[src/rtl/nibble_serial_cla_adder.sv]
// Multi-cycle adder/subtractor: one 4-bit carry-lookahead nibble per clock, valid/ready on both sides.
// Optional subtract mode is compiled in with `define NIBSER_SUB_EN.
module nibble_serial_cla_adder #(
  parameter int NIBBLES = 4
) (
  input  logic                   clk,
  input  logic                   rst_n,
  input  logic                   in_valid,
  output logic                   in_ready,
  input  logic [4*NIBBLES-1:0]   a,
  input  logic [4*NIBBLES-1:0]   b,
  input  logic                   cin,
  input  logic                   sub,
  output logic                   out_valid,
  input  logic                   out_ready,
  output logic [4*NIBBLES-1:0]   sum,
  output logic                   cout,
  output logic                   ovf
);
  localparam int W     = 4 * NIBBLES;
  localparam int IDX_W = (NIBBLES > 1) ? $clog2(NIBBLES) : 1;
  localparam logic [IDX_W-1:0] LAST_IDX = IDX_W'(NIBBLES - 1);

  typedef enum logic [1:0] {S_IDLE, S_CALC, S_DONE} state_t;

  state_t           r_state;
  state_t           w_next;
  logic [W-1:0]     r_a;
  logic [W-1:0]     r_b;
  logic [W-1:0]     r_sum;
  logic [IDX_W-1:0] r_idx;
  logic             r_carry;
  logic             r_cout;
  logic             r_ovf;

  logic [W-1:0]     w_b_in;
  logic             w_c0;
  logic [3:0]       w_a_nib;
  logic [3:0]       w_b_nib;
  logic [3:0]       w_p;
  logic [3:0]       w_g;
  logic [4:0]       w_c;
  logic [3:0]       w_nib_sum;
  logic             w_last;

`ifdef NIBSER_SUB_EN
  assign w_b_in = sub ? ~b : b;
  assign w_c0   = sub ? 1'b1 : cin;
`else
  logic w_unused_sub;
  assign w_unused_sub = sub;
  assign w_b_in       = b;
  assign w_c0         = cin;
`endif

  assign w_last = (r_idx == LAST_IDX);

  // Lookahead over the current nibble; w_c[0] is the carry entering it.
  always_comb begin
    w_a_nib   = r_a[4*r_idx +: 4];
    w_b_nib   = r_b[4*r_idx +: 4];
    w_p       = w_a_nib ^ w_b_nib;
    w_g       = w_a_nib & w_b_nib;
    w_c[0]    = r_carry;
    w_c[1]    = w_g[0] | (w_p[0] & r_carry);
    w_c[2]    = w_g[1] | (w_p[1] & w_g[0]) | (w_p[1] & w_p[0] & r_carry);
    w_c[3]    = w_g[2] | (w_p[2] & w_g[1]) | (w_p[2] & w_p[1] & w_g[0])
              | (w_p[2] & w_p[1] & w_p[0] & r_carry);
    w_c[4]    = w_g[3] | (w_p[3] & w_g[2]) | (w_p[3] & w_p[2] & w_g[1])
              | (w_p[3] & w_p[2] & w_p[1] & w_g[0])
              | (w_p[3] & w_p[2] & w_p[1] & w_p[0] & r_carry);
    w_nib_sum = w_p ^ w_c[3:0];
  end

  always_ff @(posedge clk or negedge rst_n) begin
    if (!rst_n) r_state <= S_IDLE;
    else        r_state <= w_next;
  end

  always_comb begin
    w_next = r_state;
    case (r_state)
      S_IDLE:  if (in_valid)  w_next = S_CALC;
      S_CALC:  if (w_last)    w_next = S_DONE;
      S_DONE:  if (out_ready) w_next = S_IDLE;
      default:                w_next = S_IDLE;
    endcase
  end

  always_comb begin
    in_ready  = (r_state == S_IDLE);
    out_valid = (r_state == S_DONE);
  end

  always_ff @(posedge clk or negedge rst_n) begin
    if (!rst_n) begin
      r_a     <= '0;
      r_b     <= '0;
      r_sum   <= '0;
      r_idx   <= '0;
      r_carry <= 1'b0;
      r_cout  <= 1'b0;
      r_ovf   <= 1'b0;
    end else begin
      case (r_state)
        S_IDLE: begin
          if (in_valid) begin
            r_a     <= a;
            r_b     <= w_b_in;
            r_carry <= w_c0;
            r_sum   <= '0;
            r_idx   <= '0;
          end
        end
        S_CALC: begin
          r_sum[4*r_idx +: 4] <= w_nib_sum;
          r_carry             <= w_c[4];
          if (w_last) begin
            r_cout <= w_c[4];
            r_ovf  <= w_c[3] ^ w_c[4];
          end else begin
            r_idx <= r_idx + 1'b1;
          end
        end
        default: ;
      endcase
    end
  end

  assign sum  = r_sum;
  assign cout = r_cout;
  assign ovf  = r_ovf;

endmodule

[config.mk]
export PLATFORM = sky130hd
export DESIGN_NAME = nibble_serial_cla_adder
export DESIGN_NICKNAME = d
export VERILOG_FILES = /design/src/rtl/nibble_serial_cla_adder.sv
export SDC_FILE = /design/constraint.sdc
export NUM_CORES = 1
export LEC_CHECK = 0
export ABC_AREA = 1
export CAP_MARGIN = 20
export CORE_MARGIN = 1
export CORE_UTILIZATION = 49
export DETAILED_ROUTE_END_ITERATION = 12
export GPL_TIMING_DRIVEN = 0
export PLACE_DENSITY = 0.78
export SYNTH_ARGS = -nofsm -noshare
export SYNTH_HDL_FRONTEND = slang
export SYNTH_SLANG_ARGS = --single-unit
[constraint.sdc]
create_clock -name clk -period 2.9 [get_ports clk]
set_input_delay 0.58 -clock clk [delete_from_list [all_inputs] [get_ports clk]]
set_output_delay 0.58 -clock clk [all_outputs]
set_load 0.02 [all_outputs]
Word-level counts from Yosys, hierarchy flattened --
Index checks and enable logic that the tools add are counted. W data, S select, Z words.
Storage, ports and cells: logic and storage cells 70, bits of input ports 38, flip-flop bits (word level) 55, output and inout bits 20
Operators by class: equal/unequal tests 7, reductions and logical operators 7, add/sub/neg operators 2, bitwise logic cells 30, shift-type cells 4, mux-type cells 12
Operators with widths (count):
- $neg A4 Y34 | 1
- $shift A4 B34 Y16 const A | 1
- $shiftx A4 B34 Y16 | 1
- $pmux W16 S2 | 1
- $shiftx A16 B5 Y4 | 2
- $and A1 B1 Y1 | 16
- $bwmux W16 | 1
- $mux W16 | 1
- $mux W2 | 5
- $or A1 B1 Y1 | 10
- $xor A4 B4 Y4 | 2
- $ne A2 B2 Y1 const B | 3
- $pmux W2 S3 | 1
- $reduce_and A2 Y1 | 3
- $reduce_and A3 Y1 | 2
- $and A4 B4 Y4 | 1
- $eq A2 B2 Y1 const B | 2
- $pmux W2 S2 | 1
- $add A2 B1 Y2 const B | 1
- $eq A2 B1 Y1 const B | 1
- $logic_not A2 Y1 | 1
- $ne A2 B1 Y1 const B | 1
- $pmux W1 S2 | 1
- $reduce_bool A2 Y1 | 1
- 2 further kinds | 2

Depth between registers and ports, before layout --
Gate-level depths: netlist of the first run.
depth in word-level cells 10, depth in mapped cells 14, mapped depth without buffers 13

Worst setup path after synthesis of the first run --
Ideal clock, no wire load.
path type register -> register, start point reg r_idx[0], end point reg r_sum[14], in the netlist sum[14], arrival time 1957 ps, library setup time 65 ps, data required time 2835 ps, period minus slack after synthesis 2022 ps, buffers on the path 1, setup slack 878 ps, stages on the path, launching flop included 12, cell sequence dfrtp_1 -> clkinv_1 -> buf_2 -> nor2_1 -> o22ai_1 -> ha_1 -> nand3_1 -> nand3_1 -> xor2_1 -> nor2_1 -> nand3_1 -> nand2_1
On the way: cells in the longest elaborated chain, start to end 10, elaborated cells on any way between the ends 25, classes of those cells add/sub: 1; shift: 4; mux: 2; bitwise: 18
Ends and longest elaborated chain:
- from (decl) | RTL line 31 | logic [IDX_W-1:0] r_idx;
- from (signal assigned) | RTL line 122 | r_idx <= r_idx + 1'b1;
- $shiftx A16 B5 Y4, on equally long branches | RTL line 60, 61
- $xor A4 B4 Y4 or $and A4 B4 Y4 (tied branches) | RTL line 62, 63
- $and A1 B1 Y1, on equally long branches | RTL line 67, 68
- $or A1 B1 Y1, or another cell as far along | RTL line 67 | w_c[3] = w_g[2] | (w_p[2] & w_g[1]) | (w_p[2] & w_p[1] & w_g[0])
- $or A1 B1 Y1 or $and A1 B1 Y1 (tied branches) | RTL line 67, 68
- $or A1 B1 Y1 | RTL line 68 | | (w_p[2] & w_p[1] & w_p[0] & r_carry);
- $xor A4 B4 Y4 | RTL line 72 | w_nib_sum = w_p ^ w_c[3:0];
- $shiftx A4 B34 Y16 | RTL line 116 | r_sum[4*r_idx +: 4] <= w_nib_sum;
- $bwmux W16 * | RTL line 116
- $pmux W16 S2 * | RTL line 105 | case (r_state)
- to (signal, indexed assignment) | RTL line 116
- to (decl) | RTL line 30 | logic [W-1:0] r_sum;
Mark *: on every way between the ends. The rest lies on a longest branch, timed or not. A chain may end at the register's enable or synchronous reset.

Final worst setup path of the first run --
start point reg r_idx[0], end point reg r_sum[15], in the netlist sum[15]
Same word-level chain as after synthesis.

==> impl_metrics.tcl, run 1 <==
set metrics [dict create \
    run_status "finished clean" \
    r2r_cells 14 \
    skew_pair_late_insertion_delay_ps 310 \
    place_ws_ps 423.0 \
    power.ir.vdd_worst_mv 0.5084 \
    netlist-cell-type-count 29 \
    top_level_ports 58 \
    report.final.hold_viol_count 0 \
    fin_nets 438 \
    ctsHoldBuffers 0 \
    grt_pass1_wl_mm 10.24 \
    synth.ff_latch_count 55 \
    finalWeightedCongestion 0.8297 \
    net_count_after_synthesis 374 \
    synth_seq_area_share_pct 50.95 \
    num_rows 26 \
    syn_area_um2 2701 \
    drt_first_pass_iters 4 \
    rsz0062_at_grt "false" \
    avg_cell_area_syn_um2 8.286 \
    clkTransAtPathRegs_ps 100 \
    post-route-worst-setup-slack_ps 394.1 \
    tritoncts.num_buffers 5 \
    worst_ep_arrival_time_ps 2750 \
    ctsResizeCount 0 \
    design.core.area_um2 5205 \
    max_clock_freq_mhz 399.1 \
    detailedPlacementHpwl_mm 4.413 \
    syn-instance-count 326 \
    worstPathRequired_ps 3150 \
    max_cap_viol_count 0 \
    path_class "reg2reg" \
    crit-reg2reg-launch "r_idx[0]$_DFFE_PN0P_" \
    antennaDiodeCount 0 \
    pin_count_of_the_biggest_net_entering_global_routing 31 \
    setup_viol 0 \
    regToRegEndpoint "sum[15]$_DFFE_PN0P_" \
    crit_path_end_kind "flop" \
    wire_per_inst_um 12.65 \
    first_global_vias 2326 \
    min_period_ps 2506 \
    fp.dieW_um 76.25 \
    share_of_layout_cells_above_drive_strength_1_pct 8.696 \
    ctsHtreeMaxLevel 2 \
    fp.dieArea_um2 5814 \
    p_leak_uw 0.001728 \
    num_vias 2302 \
    power_density_nw_per_um2 1163 \
    startpoint_type "flop" \
    layout_worst_path_cycle_share_pct 86.41 \
    setup.worst_path.start "r_idx[0]$_DFFE_PN0P_" \
    worstHoldPathType "in2async" \
    worst_pin_slew_ps 585.3 \
    totalPowerFinal_uw 4068 \
    clock_tree.root_cell "sky130_fd_sc_hd__clkbuf_8" \
    worst_slew_margin_rel_pct 60.98 \
    number_of_antenna_violations_at_the_first_check_in_global_routing 0 \
    final-max-slew-violation-count 0 \
    synth.yosys.warnings 0 \
    global_route.usage.total_pct 22.19 \
    number_of_sinks_on_the_clock_net 55 \
    cts-root-to-sink-buffers 2 \
    grt_overflow 0 \
    place.port_buffers 56 \
    remaining_drc_errors 0 \
    tritoncts "done" \
    r2r_slack_ps 390 \
    first_iter_violations 137 \
    cts_post_setup_buffers_inserted 0 \
    area_delta_synth_final_pct 29.46 \
    number_of_antenna_violating_nets_in_the_routed_design 0 \
    endpoint "sum[15]$_DFFE_PN0P_" \
    initial_core_util_pct 51.90 \
    fin_skew_ps 8.162 \
    cp_max_fanout 11 \
    vertical_die_dimension_um 76.25 \
    routed_via_density 4.993 \
    totalWireLength_mm 5.831 \
]
## kinds of logic after synthesis
| group | Yosys count | share of synthesized area (%) |
|---|---|---|
| AND/OR/NAND/NOR | 180 | 27.88 |
| adder cells (fa/ha/maj) | 10 | 4.910 |
| buffers and inverters | 36 | 6.669 |
| XOR/XNOR | 3 | 0.9729 |
| flip-flops | 55 | 50.95 |
| AO/OA/AOI/OAI | 42 | 8.615 |
## metrics by stage
step	cell area, um2	TNS [ps]	hold WS, ps	cells	util (%)
6_report	3497	0	263.5	461	67.19
5_1_grt	3497	0	311.6	461	67.19
4_1_cts	3497	0	287.4	461	67.19
3_5_place_dp	3364	0	462.1	453	64.64
3_3_place_gp	3349	-18510	458.0	452	64.35
2_1_floorplan	2701	0	284.4	326	-
## synth_stat cells
library cell               count  area (um2)
sky130_fd_sc_hd__ha_1          9       112.6
sky130_fd_sc_hd__clkinv_4      1       8.760
sky130_fd_sc_hd__nand2_4       1       11.26
sky130_fd_sc_hd__buf_2         1       5.000
sky130_fd_sc_hd__fa_1          1       20.02
sky130_fd_sc_hd__o21ai_0      23       115.1
sky130_fd_sc_hd__buf_1         1       3.750
sky130_fd_sc_hd__inv_1        20       75.07
sky130_fd_sc_hd__clkinv_2      1       5.000
sky130_fd_sc_hd__o31ai_1       3       22.52
sky130_fd_sc_hd__buf_6         3       33.78
sky130_fd_sc_hd__buf_4         4       30.03
sky130_fd_sc_hd__nand3_2       1       10.01
sky130_fd_sc_hd__nand2_1     130       488.0
sky130_fd_sc_hd__nand3_1      15       75.07
sky130_fd_sc_hd__o22ai_1      12       75.07
sky130_fd_sc_hd__clkbuf_1      1       3.750
sky130_fd_sc_hd__nor3_2        1       10.01
sky130_fd_sc_hd__nand3_4       1       17.52
sky130_fd_sc_hd__nor2_1       21       78.83
sky130_fd_sc_hd__nand2_2       4       25.02
sky130_fd_sc_hd__xnor2_1       1       8.760
sky130_fd_sc_hd__clkinv_1      2       7.510
sky130_fd_sc_hd__o21ai_1       4       20.02
sky130_fd_sc_hd__inv_2         2       7.510
sky130_fd_sc_hd__nor2_2        5       31.28
sky130_fd_sc_hd__xor2_1        2       17.52
sky130_fd_sc_hd__dfrtp_1      55        1376
sky130_fd_sc_hd__nand4_1       1       6.260
## sequential cells by signal (all words and copies together) (netlist names)
signal / cells
sum: 16
cout: 1
ovf: 1
r_idx: 2
r_state: 2
r_carry: 1
r_b: 16
r_a: 16
## worst max-delay path, cell delays in order, from the launching register on
cell and delay (ps):
sky130_fd_sc_hd__dfrtp_1 440, sky130_fd_sc_hd__clkinv_1 280, sky130_fd_sc_hd__buf_2 300, sky130_fd_sc_hd__nor2_1 110
sky130_fd_sc_hd__o22ai_1 100, sky130_fd_sc_hd__ha_1 380, sky130_fd_sc_hd__nand2_1 80, sky130_fd_sc_hd__nand2_1 60
sky130_fd_sc_hd__nor2_2 130, sky130_fd_sc_hd__nand2_1 110, sky130_fd_sc_hd__nand2_2 100, sky130_fd_sc_hd__nand3_2 70
sky130_fd_sc_hd__nor2_2 140, sky130_fd_sc_hd__nand2_1 70, sky130_fd_sc_hd__nand2_1 60
## layout make-up
class	instances	area, um2
Sequential cell	55	1376
Fill cell	462	1708
Timing Repair Buffer	57	575.6
Tap cell	70	87.58
Buffer	10	76.32
Clock buffer	6	72.57
Multi-Input combinational cell	235	1145
Inverter	26	103.9
Clock inverter	2	60.06
## where the power goes
| group | switching (uW) | internal, uW |
|---|---|---|
| Combinational | 1360 | 850 |
| Sequential | 196 | 1080 |
| Clock | 241 | 345 |
| Total | 1790 | 2270 |
## layout by cell type, fill, tap and decap left out, drive strengths merged, types with 4 or more instances in the layout
| cell type | instances |
|---|---|
| buf | 11 |
| clkbuf | 7 |
| clkdlybuf4s50 | 55 |
| clkinv | 4 |
| dfrtp | 55 |
| ha | 9 |
| inv | 22 |
| nand2 | 135 |
| nand3 | 17 |
| nor2 | 26 |
| o21ai | 27 |
| o22ai | 12 |
## worst min path at each step
stage / start / end / cells past startpoint
floorplan: rst_n / cout$_DFFE_PN0P_ / 0
global placement: r_b[7]$_DFFE_PN0P_ / r_b[7]$_DFFE_PN0P_ / 2
detailed placement: r_a[7]$_DFFE_PN0P_ / r_a[7]$_DFFE_PN0P_ / 2
CTS: rst_n / r_b[0]$_DFFE_PN0P_ / 1
global route: rst_n / r_b[0]$_DFFE_PN0P_ / 1
finish: rst_n / r_b[0]$_DFFE_PN0P_ / 1
## layer usage
metal	GRT usage (%)	part of all wire (%)	routed length (um)	vias up
met2	38.02	50	2897	64
met1	27.66	44	2544	1064
li1	-	-	-	1160
met5	0	0	0	-
met4	9.615	2.5	143	0
met3	3.593	4.2	246	14
No activity file was read; power rests on OpenSTA's default activity.
==> run 2: changes to the inputs <==
--- a/config.mk
+++ b/config.mk
@@ -7,11 +7,14 @@
 export LEC_CHECK = 0
 export ABC_AREA = 1
 export CAP_MARGIN = 20
+export CELL_PAD_IN_SITES_DETAIL_PLACEMENT = 0
+export CELL_PAD_IN_SITES_GLOBAL_PLACEMENT = 1
 export CORE_MARGIN = 1
-export CORE_UTILIZATION = 49
+export CORE_UTILIZATION = 40
 export DETAILED_ROUTE_END_ITERATION = 12
 export GPL_TIMING_DRIVEN = 0
-export PLACE_DENSITY = 0.78
+export PLACE_DENSITY = 0.85
+export SKIP_LAST_GASP = 1
 export SYNTH_ARGS = -nofsm -noshare
 export SYNTH_HDL_FRONTEND = slang
 export SYNTH_SLANG_ARGS = --single-unit
==> impl_metrics.tcl, run 2 (synthesized netlist as in run 1, its figures left out) <==
set metrics [dict create \
    global_route.usage.total_pct 19.49 \
    setup_viol 0 \
    worst_pin_slew_ps 624.9 \
    vertical_die_dimension_um 84.18 \
    topRoutingLayerUsed "met4" \
    antennaDiodeCount 0 \
    p_sw_share_pct 46.57 \
    totalPowerFinal_uw 3924 \
    power.ir.vdd_worst_mv 0.4485 \
    setup.worst_path.start "r_idx[1]$_DFFE_PN0P_" \
    routed_via_density 4.900 \
    fp.dieW_um 84.18 \
    grt_overflow 0 \
    tritoncts.num_buffers 5 \
    finish.instance_area_um2 3455 \
    number_of_antenna_violating_nets_in_the_routed_design 0 \
    worstHoldPathType "in2async" \
    rsz0062_at_grt "false" \
    dpl-instance-area_um2 3373 \
    post-route-worst-setup-slack_ps 279.2 \
    number_of_antenna_violations_at_the_first_check_in_global_routing 0 \
    clkTransAtPathRegs_ps 90 \
    number_of_sinks_on_the_clock_net 55 \
    totalWireLength_mm 6.235 \
    drt_first_pass_iters 8 \
    wl_met2_mm 3.066 \
    switching_power_uw 1827 \
    wire_per_inst_um 13.32 \
    power_density_nw_per_um2 1136 \
    worst_ep_arrival_time_ps 2860 \
    share_of_the_core_filled_with_cells_in_the_final_layout_pct 53.79 \
    most-common-layout-cells "sky130_fd_sc_hd__nand2_1 (130), sky130_fd_sc_hd__dfrtp_1 (55), sky130_fd_sc_hd__clkdlybuf4s50_1 (55), sky130_fd_sc_hd__o21ai_0 (23), sky130_fd_sc_hd__nor2_1 (21)" \
    ctsHoldBuffers 0 \
    comb_power_share_pct 57.0 \
    ctsResizeCount 0 \
    fin_nets 438 \
    cp_max_fanout 11 \
    p_int_uw 2096 \
    initial_core_util_pct 42.06 \
    final.setup.tns_ps 0 \
    power_frac_seq_pct 32.6 \
    startpoint_type "flop" \
    p_leak_uw 0.001704 \
    report.final.hold_viol_count 0 \
    num_vias 2293 \
    wl_met3_um 238 \
    grt_pass1_wl_mm 11.00 \
    tritoncts "done" \
    min_period_ps 2621 \
    max_cap_viol_count 0 \
    worst_slew_margin_rel_pct 58.34 \
    skew_pair_late_insertion_delay_ps 310 \
    path_class "reg2reg" \
    detailedPlacementHpwl_mm 4.693 \
    layout_worst_path_cycle_share_pct 90.37 \
    cts_post_setup_buffers_inserted 0 \
    cts-root-to-sink-buffers 2 \
    share_of_layout_cells_above_drive_strength_1_pct 8.440 \
    crit-reg2reg-launch "r_idx[1]$_DFFE_PN0P_" \
    first_iter_violations 105 \
    fp.dieArea_um2 7086 \
    num_rows 29 \
    top_level_ports 58 \
    wirelength_met1_mm 2.833 \
    remaining_drc_errors 8 \
    first_global_vias 2413 \
    ctsHtreeMaxLevel 2 \
    pin_count_of_the_biggest_net_entering_global_routing 30 \
    clock_tree.root_cell "sky130_fd_sc_hd__clkbuf_8" \
    r2r_slack_ps 280 \
    violations "DRC" \
    place.port_buffers 56 \
    clockPowerShare_pct 10.4 \
    run_status "finished with violations" \
    fin_skew_ps 9.558 \
    crit_path_end_kind "flop" \
    finalWeightedCongestion 0.8486 \
    worstPathRequired_ps 3140 \
    design.core.area_um2 6422 \
    final-max-slew-violation-count 0 \
    area_delta_synth_final_pct 27.88 \
    max_clock_freq_mhz 381.6 \
    place_ws_ps 393.5 \
    final_common_cell "sky130_fd_sc_hd__nand2_1" \
]
-- run 2: final timing paths --
check,endpoint,cells past startpoint
max,sum[7]$_DFFE_PN0P_,13
min,cout$_DFFE_PN0P_,1
max reg2reg,sum[7]$_DFFE_PN0P_,13
min reg2reg,r_a[5]$_DFFE_PN0P_,2
max in group asynchronous,r_b[11]$_DFFE_PN0P_,2
min in group clk,r_a[5]$_DFFE_PN0P_,2
-- run 2: routing by layer --
metal,up-vias,global-route usage [%]
li1,1166,-
met5,-,0
met4,0,6.113
met2,55,34.35
met3,11,3.343
met1,1061,24.49
-- run 2: final cells by class --
type / count / area [um2]
Sequential cell: 55 / 1376
Clock inverter: 1 / 5.005
Clock buffer: 7 / 76.32
Multi-Input combinational cell: 235 / 1145
Fill cell: 635 / 2968
Buffer: 10 / 76.32
Timing Repair Buffer: 57 / 575.6
Tap cell: 77 / 96.34
Inverter: 26 / 103.9
-- run 2: critical path, stage by stage (launching register included) --
cell	delay, ps
sky130_fd_sc_hd__dfrtp_1	630
sky130_fd_sc_hd__clkinv_1	410
sky130_fd_sc_hd__o21ai_0	180
sky130_fd_sc_hd__o22ai_1	100
sky130_fd_sc_hd__ha_1	380
sky130_fd_sc_hd__nand2_1	90
sky130_fd_sc_hd__nand2_1	60
sky130_fd_sc_hd__nor2_2	120
sky130_fd_sc_hd__nand2_1	110
sky130_fd_sc_hd__nand2_2	120
sky130_fd_sc_hd__nand3_2	90
sky130_fd_sc_hd__nor2_2	140
sky130_fd_sc_hd__nand2_1	70
sky130_fd_sc_hd__nand2_1	60
-- run 2: stage by stage --
| step | instances | hold slack, ps |
|---|---|---|
| global route | 468 | 322.2 |
| CTS | 468 | 304.6 |
| detailed placement | 460 | 460.5 |
| finish | 468 | 274.6 |
| floorplan | 326 | 284.4 |
| global placement | 459 | 457.7 |
-- run 2: power by group through the flow --
stage          Combinational (uW)  Clock [uW]  Sequential, uW
6_report                     2240         409            1280
5_1_grt                      2540         456            1320
4_1_cts                      2240         421            1280
3_5_place_dp                 2230           0            1290
3_3_place_gp                 2190           0            1280
2_1_floorplan                1510           0            1330
==> run 3: changes to the inputs <==
--- a/config.mk
+++ b/config.mk
@@ -13,7 +13,7 @@
 export CORE_UTILIZATION = 40
 export DETAILED_ROUTE_END_ITERATION = 12
 export GPL_TIMING_DRIVEN = 0
-export PLACE_DENSITY = 0.85
+export PLACE_DENSITY = 0.87
 export SKIP_LAST_GASP = 1
 export SYNTH_ARGS = -nofsm -noshare
 export SYNTH_HDL_FRONTEND = slang
==> impl_metrics.tcl, run 3 (synthesized netlist as in run 1, its figures left out) <==
set metrics [dict create \
    design.core.area_um2 6422 \
    totalWireLength_mm 6.002 \
    num_rows 29 \
    area_delta_synth_final_pct 28.11 \
    fin_hold_ws_ps 269.3 \
    setup_viol 0 \
    tritoncts.num_buffers 5 \
    fin_skew_ps 2.537 \
    fillerInstances 613 \
    dpl-instance-area_um2 3373 \
    comb_power_share_pct 56.3 \
    worst_slew_margin_rel_pct 59.32 \
    wire_per_inst_um 12.85 \
    switching_power_uw 1796 \
    tritoncts "done" \
    min_period_ps 2528 \
    report.final.hold_viol_count 0 \
    top_level_ports 58 \
    ctsResizeCount 0 \
    power_density_nw_per_um2 1130 \
    initial_core_util_pct 42.06 \
    rsz0062_at_grt "false" \
    most-common-layout-cells "sky130_fd_sc_hd__nand2_1 (130), sky130_fd_sc_hd__dfrtp_1 (55), sky130_fd_sc_hd__clkdlybuf4s50_1 (55), sky130_fd_sc_hd__o21ai_0 (23), sky130_fd_sc_hd__nor2_1 (21)" \
    first_global_vias 2370 \
    finalWeightedCongestion 0.8468 \
    cts_post_setup_buffers_inserted 0 \
    power_frac_seq_pct 32.7 \
    worst_pin_slew_ps 610.2 \
    fp.dieW_um 84.18 \
    antennaDiodeCount 0 \
    global_route.usage.total_pct 19.38 \
    fp.dieArea_um2 7086 \
    grt_overflow 0 \
    startpoint_type "flop" \
    violations "DRC" \
    run_status "finished with violations" \
    p_leak_uw 0.001709 \
    place.port_buffers 56 \
    final-max-slew-violation-count 0 \
    worstPathRequired_ps 3150 \
    skew_pair_late_insertion_delay_ps 310 \
    p_int_uw 2114 \
    cts-root-to-sink-buffers 2 \
    max_clock_freq_mhz 395.5 \
    share_of_layout_cells_above_drive_strength_1_pct 8.718 \
    num_vias 2285 \
    path_class "reg2reg" \
    crit_path_end_kind "flop" \
    pin_count_of_the_biggest_net_entering_global_routing 30 \
    worst_ep_arrival_time_ps 2780 \
    max_cap_viol_count 0 \
    ctsHtreeMaxLevel 2 \
    finish.instance_area_um2 3461 \
    number_of_antenna_violations_at_the_first_check_in_global_routing 0 \
    clockPowerShare_pct 11.0 \
    routed_via_density 4.893 \
    clkTransAtPathRegs_ps 90 \
    layout_worst_path_cycle_share_pct 87.18 \
    first_iter_violations 87 \
    cp_max_fanout 11 \
    ctsHoldBuffers 0 \
    number_of_antenna_violating_nets_in_the_routed_design 0 \
    power.ir.vdd_worst_mv 0.3971 \
    grt_pass1_wl_mm 10.73 \
    worstHoldPathType "in2async" \
    clock_tree.root_cell "sky130_fd_sc_hd__clkbuf_8" \
    drt_first_pass_iters 8 \
    final_common_cell "sky130_fd_sc_hd__nand2_1" \
    number_of_sinks_on_the_clock_net 55 \
    p_sw_share_pct 45.94 \
    vertical_die_dimension_um 84.18 \
    detailedPlacementHpwl_mm 4.620 \
    fin_nets 438 \
    remaining_drc_errors 10 \
]
-- run 3: cell count changes in the layout (fill, tap and decap cells not counted) --
cell	previous run	this run
sky130_fd_sc_hd__clkbuf_1	3	1
sky130_fd_sc_hd__clkbuf_8	5	6
-- run 3: through the flow --
step	total power [uW]	util [%]	instances	setup WS, ps	setup TNS (ps)
finish	3910	53.89	467	371.6	0
global route	4314	53.89	467	100.1	0
CTS	3944	53.89	467	374.3	0
detailed placement	3508	52.52	460	407.3	0
global placement	3460	52.29	459	-356.0	-19460
floorplan	2832	-	326	878.4	0
-- run 3: worst max-delay path: stages, from the launching register on --
cell and delay, ps:
sky130_fd_sc_hd__dfrtp_1 580, sky130_fd_sc_hd__clkinv_1 390, sky130_fd_sc_hd__o21ai_0 190, sky130_fd_sc_hd__o22ai_1 110
sky130_fd_sc_hd__ha_1 380, sky130_fd_sc_hd__nand2_1 90, sky130_fd_sc_hd__nand2_1 60, sky130_fd_sc_hd__nor2_2 130
sky130_fd_sc_hd__nand2_1 110, sky130_fd_sc_hd__nand2_2 110, sky130_fd_sc_hd__nand3_2 90, sky130_fd_sc_hd__nor2_2 120
sky130_fd_sc_hd__nand2_1 60, sky130_fd_sc_hd__nand2_1 60
-- run 3: worst paths after layout --
check	from	endpoint	slack [ps]	cells past startpoint
setup / recovery	r_idx[1]$_DFFE_PN0P_	sum[7]$_DFFE_PN0P_	370	13
hold / removal	rst_n	cout$_DFFE_PN0P_	270	1
setup reg to reg	r_idx[1]$_DFFE_PN0P_	sum[7]$_DFFE_PN0P_	370	13
hold reg to reg	sum[15]$_DFFE_PN0P_	sum[15]$_DFFE_PN0P_	480	2
max in group asynchronous	rst_n	r_b[8]$_DFFE_PN0P_	2070	2
min in group clk	sum[15]$_DFFE_PN0P_	sum[15]$_DFFE_PN0P_	480	2
-- run 3: layer usage --
metal  vias up  track usage, %  wire length, um
met5         -               0                0
met1      1056           24.19             2748
li1       1164               -                -
met2        53           33.01             2875
met3        12           4.130              236
met4         0           7.524              141
-- run 3: area by class of cell --
cell class | instances | area, um2 | area share, %
multi-input combinational | 235 | 1145 | 33.08
clock inverter | 1 | 5.005 | 0.1446
sequential | 55 | 1376 | 39.77
buffer | 10 | 76.32 | 2.205
timing repair buffer | 57 | 575.6 | 16.63
inverter | 26 | 103.9 | 3.001
clock buffer | 6 | 82.58 | 2.386
tap | 77 | 96.34 | 2.784
-- run 3: power groups by stage --
stage	combinational, uW	sequential (uW)	clock (uW)
after detailed placement	2210	1300	0
final	2200	1280	429
after global routing	2510	1330	476
after floorplan	1510	1330	0
after global placement	2170	1290	0
after CTS	2220	1280	439
==> variant: new RTL, config.mk and constraints of run 2 <==
Register the output `ovf` once more, with the module's reset; this adds one clock of latency there. The other outputs are not delayed to match.
--- a/src/rtl/nibble_serial_cla_adder.sv
+++ b/src/rtl/nibble_serial_cla_adder.sv
@@ -131,3 +131,9 @@
   assign cout = r_cout;
-  assign ovf  = r_ovf;
+  always_ff @(posedge clk or negedge rst_n) begin
+    if (!rst_n) begin
+      ovf <= '0;
+    end else begin
+      ovf <= r_ovf;
+    end
+  end
 
Function: changed (a bounded check fails within 10 cycles, from zero or initial values and one cycle with rst_n low).
==> variant against run 2 <==
- total power grew 1.6%
- clock skew decreased by 0.0020 ns
- setup slack got worse by 0.013 ns
- largest power group unchanged
- via count decreased by 0.61%
- critical path depth is 1 lower
- wire length fell by 2.0%
- cell area rose by 2.5%
- global-route usage shrank 0.56 points
- synthesized area increased by 2.7%
- sequential cell count up 1
- first-iteration DRC count is 8.6% lower
- die area up 2.7%
- core utilization up 0.41 points
==> variant: results <==
{
  "status": "finished clean",
  "grt_use_total_pct": 18.9,
  "rr_worst_depth": 12,
  "synth_nets": 378,
  "cp.arrival_ns": 2.88,
  "drive_above_1_share_pct": 9.39,
  "clock_path_buffers": 2,
  "synthDistinctLibCells": 25,
  "dp_hpwl_um": 4580,
  "ctsResizeCount": 0,
  "rr_startpoint": "r_idx[0]$_DFFE_PN0P_",
  "pre_cts_ws_ns": 0.324,
  "nFillCells": 615,
  "yosysWarningCount": 0,
  "layout.nets": 442,
  "synthTopCellsByArea": "dfrtp_1 (50%), nand2_1 (17%), ha_1 (4.5%), o21ai_0 (4.5%), buf_6 (3.2%)",
  "vias": 2279,
  "period_minus_slack_ns": 2.63,
  "slew_headroom_pct": 55.3,
  "wl_um": 6110,
  "drt-initial-drc-count": 96,
  "cp_max_fo": 11,
  "endpoint": "sum[14]$_DFFE_PN0P_",
  "gp_congestion": 0.860,
  "ir_drop_mv": 0.405,
  "slowest_delay_ns": 0.46,
  "drtPass1Iterations": 4,
  "ys_top_cells_by_count": "nand2_1 (126), dfrtp_1 (56), o21ai_0 (25)",
  "ys_seq_area_share_pct": 50.5,
  "leakage_nw": 1.73,
  "cts_root_buf": "clkbuf_8",
  "grt_pass1_wl_um": 10800,
  "fin_skew_ns": 0.00759
}
variant: cell count changes after synthesis, sizes merged, moves of 2 or more:
cell and change:
clkinv -3, inv +4, nand2 -5, nor2 -2, o21ai +4
variant: worst max-delay path: cells and delay by family, from the launching register on:
family,cells,cell delay (ns)
flops,1,0.46
fa+ha+maj,1,0.33
compound gates,1,0.40
xor+xnor,1,0.18
simple gates,6,0.58
buf+inv,3,0.62
variant: stage by stage:
step / setup TNS, ns / cell area (um^2) / cells
after floorplan: 0 / 2780 / 329
after global placement: -23.73 / 3430 / 462
after detailed placement: 0 / 3450 / 463
after CTS: 0 / 3540 / 471
after global routing: 0 / 3540 / 471
final: 0 / 3540 / 471
variant: layer usage:
layer	vias to the layer above	track usage [%]	share of wire (%)
met4	0	6.36	1.0
li1	1171	-	-
met3	8	3.31	3.9
met1	1042	24.3	47
met5	-	0	0
met2	58	32.5	48
variant: power breakdown:
group          switching, mW  leakage [nW]  total [mW]  internal [mW]
Clock                  0.250        0.0510       0.442          0.191
Combinational           1.38         0.959        2.25          0.876
Sequential             0.194         0.719        1.29           1.10
variant: how the worst min path moves through the flow:
stage               slack, ns                     end  depth (start not counted)
floorplan                0.28        cout$_DFFE_PN0P_                          0
CTS                      0.31  r_state[1]$_DFFE_PN0P_                          1
global placement         0.36           ovf$_DFF_PN0_                          0
global route             0.35  r_state[1]$_DFFE_PN0P_                          1
detailed placement       0.36           ovf$_DFF_PN0_                          0
finish                   0.30  r_state[1]$_DFFE_PN0P_                          1
variant: layout make-up:
class / count / area share [%]
sequential: 56 / 39.6
clock buffer: 6 / 2.33
clock inverter: 2 / 0.283
buffer: 12 / 3.04
timing repair buffer: 57 / 16.3
inverter: 27 / 2.86
tap: 77 / 2.72
multi-input combinational: 234 / 32.9
variant: cells by family (layout without fill, tap and decap cells):
kind of cell | count (synthesis) | count (layout) | share of synthesized area [%]
xor+xnor | 3 | 3 | 0.947
fa+ha+maj | 11 | 11 | 5.23
compound gates | 47 | 47 | 9.60
simple gates | 173 | 173 | 26.2
flops | 56 | 56 | 50.5
buf+inv | 39 | 104 | 7.53
